**config.mk**
```make
export PLATFORM = sky130hd
export DESIGN_NAME = if_id_buffer
export DESIGN_NICKNAME = d
export VERILOG_FILES = /design/src/rtl/if_id_buffer.sv
export SDC_FILE = /design/constraint.sdc
export NUM_CORES = 1
export LEC_CHECK = 0
export ABC_AREA = 0
export CAP_MARGIN = 5
export CELL_PAD_IN_SITES_DETAIL_PLACEMENT = 1
export CELL_PAD_IN_SITES_GLOBAL_PLACEMENT = 1
export CORE_ASPECT_RATIO = 1.1
export CORE_MARGIN = 5
export CORE_UTILIZATION = 30
export DETAILED_ROUTE_END_ITERATION = 12
export DONT_BUFFER_PORTS = 1
export MAX_ROUTING_LAYER = met4
export PLACE_DENSITY = 0.57
export SLEW_MARGIN = 10
export SYNTH_ARGS = -nofsm -noshare
export SYNTH_HDL_FRONTEND = slang
export SYNTH_SLANG_ARGS = --single-unit
```
**constraint.sdc**
```tcl
create_clock -name clk -period 2.83 [get_ports clk]
set_input_delay 0.566 -clock clk [delete_from_list [all_inputs] [get_ports clk]]
set_output_delay 0.566 -clock clk [all_outputs]
set_load 0.01 [all_outputs]
```
**src/rtl/if_id_buffer.sv**
```systemverilog
`default_nettype none

`ifndef LEGV8_INTEGER_SZ
`define LEGV8_INTEGER_SZ 64
`endif
`ifndef LEGV8_INSTRUCTION_SZ
`define LEGV8_INSTRUCTION_SZ 32
`endif

// ============================================================================
// Module   : if_id_buffer
// Purpose  : Elastic buffer between the fetch and decode stages. It is a
//            DEPTH-entry FIFO of {pc, instr}. The read and write pointers wrap
//            modulo DEPTH. A flush empties the buffer in one cycle.
// Revision : 1.0 - initial release
//
// Parameters
//   DEPTH      number of buffered entries (power of two, >= 2)
//
// Ports
//   clk        sole clock; all state updates on the rising edge
//   reset_n    asynchronous active-low reset (clears pointers, count, storage)
//   in_valid   fetch presents an entry
//   in_ready   buffer can accept an entry (registered state only)
//   in_pc      address of the fetched instruction
//   in_instr   fetched instruction word
//   flush      discard all entries; same-cycle push dropped, no pop
//   out_valid  head entry is available to decode
//   out_ready  decode consumes the head entry
//   out_pc     head entry address
//   out_instr  head entry instruction
//   occupancy  current entry count
//
// Configuration
//   LEGV8_IFID_BYPASS_EN  when defined, an empty buffer forwards in_* to
//                         out_* combinationally if decode is ready, and does
//                         not store the entry (zero latency).
// ============================================================================
module if_id_buffer #(
   parameter int DEPTH = 2
) (
   input  logic                              clk,
   input  logic                              reset_n,
   input  logic                              in_valid,
   output logic                              in_ready,
   input  logic [`LEGV8_INTEGER_SZ-1:0]      in_pc,
   input  logic [`LEGV8_INSTRUCTION_SZ-1:0]  in_instr,
   input  logic                              flush,
   output logic                              out_valid,
   input  logic                              out_ready,
   output logic [`LEGV8_INTEGER_SZ-1:0]      out_pc,
   output logic [`LEGV8_INSTRUCTION_SZ-1:0]  out_instr,
   output logic [$clog2(DEPTH+1)-1:0]        occupancy
);

   localparam int AW = $clog2(DEPTH);
   localparam int OW = $clog2(DEPTH + 1);
   localparam logic [OW-1:0] FULL_COUNT = OW'(DEPTH);

   logic [AW-1:0]                     wr_ptr;
   logic [AW-1:0]                     rd_ptr;
   logic [OW-1:0]                     count;
   logic [`LEGV8_INTEGER_SZ-1:0]      pc_mem    [DEPTH];
   logic [`LEGV8_INSTRUCTION_SZ-1:0]  instr_mem [DEPTH];

   logic bypass;
   logic push;
   logic pop;

   // in_ready depends only on the registered count. This keeps a full buffer
   // from accepting an entry in the same cycle that decode drains one.
   assign in_ready  = (count < FULL_COUNT);
   assign occupancy = count;

`ifdef LEGV8_IFID_BYPASS_EN
   assign bypass = (count == '0) && in_valid && out_ready && !flush;
`else
   assign bypass = 1'b0;
`endif

   // A bypassed entry goes straight to decode, so it is not stored.
   assign push = in_valid && in_ready && !flush && !bypass;
   assign pop  = (count != '0) && out_ready && !flush;

   // Pointers and count
   always_ff @(posedge clk or negedge reset_n) begin
      if (!reset_n) begin
         wr_ptr <= '0;
         rd_ptr <= '0;
         count  <= '0;
      end else if (flush) begin
         wr_ptr <= '0;
         rd_ptr <= '0;
         count  <= '0;
      end else begin
         if (push) begin
            wr_ptr <= wr_ptr + AW'(1);
         end
         if (pop) begin
            rd_ptr <= rd_ptr + AW'(1);
         end
         case ({push, pop})
            2'b10:   count <= count + OW'(1);
            2'b01:   count <= count - OW'(1);
            default: count <= count;
         endcase
      end
   end

   // Storage. A flush does not clear storage; only pointers and count are reset.
   always_ff @(posedge clk or negedge reset_n) begin
      if (!reset_n) begin
         for (int i = 0; i < DEPTH; i++) begin
            pc_mem[i]    <= '0;
            instr_mem[i] <= '0;
         end
      end else if (push) begin
         pc_mem[wr_ptr]    <= in_pc;
         instr_mem[wr_ptr] <= in_instr;
      end
   end

   // Head presentation. When the buffer is empty, the head slot holds the
   // last value written there.
   always_comb begin
      out_valid = (count != '0);
      out_pc    = pc_mem[rd_ptr];
      out_instr = instr_mem[rd_ptr];
`ifdef LEGV8_IFID_BYPASS_EN
      if (bypass) begin
         out_valid = 1'b1;
         out_pc    = in_pc;
         out_instr = in_instr;
      end
`endif
   end

endmodule

`default_nettype wire

```
==> results of run 1 <==
[worst min path at each step]
| stage | cells past startpoint | end |
|---|---|---|
| 2_1_floorplan | 0 | instr_mem[0]$_DFFE_PN0P_ |
| 3_3_place_gp | 0 | pc_mem[14]$_DFFE_PN0P_ |
| 3_5_place_dp | 0 | pc_mem[14]$_DFFE_PN0P_ |
| 4_1_cts | 0 | pc_mem[17]$_DFFE_PN0P_ |
| 5_1_grt | 0 | pc_mem[17]$_DFFE_PN0P_ |
| 6_report | 0 | pc_mem[17]$_DFFE_PN0P_ |
[routing by layer]
layer / track usage (%) / vias to the layer above
li1: - / 1883
met1: 13.1 / 2281
met2: 21.2 / 127
met3: 4.40 / 23
met4: 4.79 / 0
met5: - / -
[worst max-delay path: cells and delay by family (launching register included)]
kind	cells	cell delay [ps]
multiplexers	1	420
flip-flops	1	670
buffers and inverters	1	400
[logic make-up after synthesis]
family | Yosys count | synth area share [%]
flops | 196 | 58.0
mux | 289 | 38.5
buf+inv | 33 | 2.29
compound gates | 4 | 0.237
simple gates | 10 | 0.857
xor+xnor | 2 | 0.207
[cell usage after synthesis, drive strengths merged]
cell	instances
mux2	289
dfrtp	196
buf	28
clkbuf	4
a21oi	2
nand2b	2
nor2	2
nor2b	2
o21ai	2
xor2	2
inv	1
nand2	1
nor3	1
nor3b	1
or2	1
[cell type report]
class | count | area share [%]
well taps | 363 | 4.78
repair buffers | 6 | 1.13
clock buffers | 21 | 4.74
flip-flops and latches | 196 | 51.6
clock inverters | 9 | 2.13
inverters | 1 | 0.0395
multi-input cells | 305 | 35.5
[stage by stage]
stage	utilization, %	cells	hold WS (ps)	total power [mW]	cell area [um2]
global route	34.1	901	-204	8.78	9500
floorplan	-	534	270	5.27	8460
detailed placement	31.8	871	278	5.71	8850
CTS	34.1	901	-200	8.49	9500
global placement	31.8	871	276	5.57	8850
finish	34.1	901	-168	8.31	9500
[registers in the layout, indices dropped and copies added, names as in the netlist]
register and cells:
pc_mem 128, instr_mem 64, occupancy 2, rd_ptr 1, wr_ptr 1
[power breakdown]
part           switching (mW)  leakage (nW)  internal, mW
clock                    1.03         0.305          1.67
combinational           0.699          1.19         0.910
sequential              0.418          2.33          3.58
==> flow_metrics.tcl, run 1 <==
set metrics [dict create \
    vias 4314 \
    viasPerCell 4.79 \
    cts_buffers 17 \
    std_cell_rows 64 \
    cp.required_ps 2260 \
    hold_viol 196 \
    htreeDepth 4 \
    rsz0062_at_grt "false" \
    final_cell_mix "mux2_2, dfrtp_1, mux2_1, clkbuf_16, bufinv_16" \
    firstDrtPassIters 4 \
    num-nets-final 628 \
    p_leak_nw 3.83 \
    clk_pin_slew_ps 70 \
    grt_antenna_before_repair 0 \
    mostFrequentLayoutCell "mux2_2" \
    dr_wl_met3_mm 1.39 \
    ff2ff_setup_slack_ps 920 \
    worst_clock_skew_ps 11.5 \
    hpwl_mm 12.9 \
    timing.rr.end "instr_mem[26]$_DFFE_PN0P_" \
    slew_violations 0 \
    drv_cap 0 \
    syn_inst 534 \
    synthDistinctLibCells 20 \
    setup_viol 0 \
    grt_max_degree 197 \
    path_cells "buf_4, mux2_2" \
    crit_slowest_cell "dfrtp_4" \
    area_growth_pct 12.3 \
    root_buffer "clkbuf_16" \
    cpPeakStageDelay_ps 670 \
    timing.final.crit_period_ps 2510 \
    pre_cts_slack_ps 755 \
    wl_met2_mm 9.93 \
    multiInputGateArea_um2 3380 \
    worstPathMaxFanout 27 \
    dieArea_um2 31700 \
    die_h_um 186 \
    tns_ps 0 \
    crit_path_end_kind "output pin" \
    place.gp.congestion 0.708 \
    overflow 0 \
    met1Wirelength_mm 7.11 \
    die_x_um 170 \
    fill_cells 2842 \
    clock.fmax_mhz 398 \
    criticalPathCategory "reg -> out" \
    startpoint "rd_ptr$_DFFE_PN0P_" \
    cts_setup_buffers 0 \
    cts_resized 0 \
    worstRegToRegCells 4 \
    setup_slack_ps 315 \
    worstPathArrival_ps 1950 \
    ir_drop_v 0.000288 \
    yosysTopAreaCell "dfrtp_1" \
    drt_iter0_markers 162 \
    cts_tree "done" \
    synth_fp_nets 635 \
    ys_seq_area_share_pct 58.0 \
    period_share_pct 88.9 \
    drt-total-wl_mm 18.8 \
    ys_warn_count 0 \
    status "finished with violations" \
    critPathLaunchType "flop" \
    grt_pass1_wl_mm 29.4 \
    drc_errors 0 \
    clk_latency_ps 430 \
    n_antenna_cell 0 \
    regArea_um2 4910 \
    core-area_um2 27900 \
    netlist_area_um2 8460 \
    grt_usage_pct 12.4 \
    ys_ff_latch 196 \
    yosysTopAreaCellShare_pct 58.0 \
    critPathCapture "out_instr[13]" \
    initial_utilization_pct 30.4 \
    holdWs_ps -168 \
    ys_top_cells_by_area "dfrtp_1, mux2_2, mux2_1" \
    hp-class "in -> async" \
    violations "negative hold slack" \
    routed.top_layer "met4" \
    port_buffers 0 \
    tightest_slew_ps 381 \
    grt_pass1_vias 5110 \
    syn_avg_cell_area_um2 15.8 \
    maxSlewHeadroom_pct 74.6 \
    drive_above_1_share_pct 53.3 \
    r2r-start "occupancy[1]$_DFFE_PN0P_" \
    clockBufferDepth 2 \
    ioPinCount 201 \
    powerDensity_nw_per_um2 874 \
    wl_per_cell_um 20.9 \
    antenna_left 0 \
    cts_sinks 196 \
]
Note: power is estimated with default switching activity, not from simulation.
==> run 2, diff against run 1 <==
--- a/config.mk
+++ b/config.mk
@@ -12,6 +12,7 @@
 export CORE_ASPECT_RATIO = 1.1
 export CORE_MARGIN = 5
 export CORE_UTILIZATION = 30
+export CTS_CLUSTER_DIAMETER = 40
 export DETAILED_ROUTE_END_ITERATION = 12
 export DONT_BUFFER_PORTS = 1
 export MAX_ROUTING_LAYER = met4
==> results of run 2 <==
The final DEF is identical to that of run 1; final timing and power are the same.
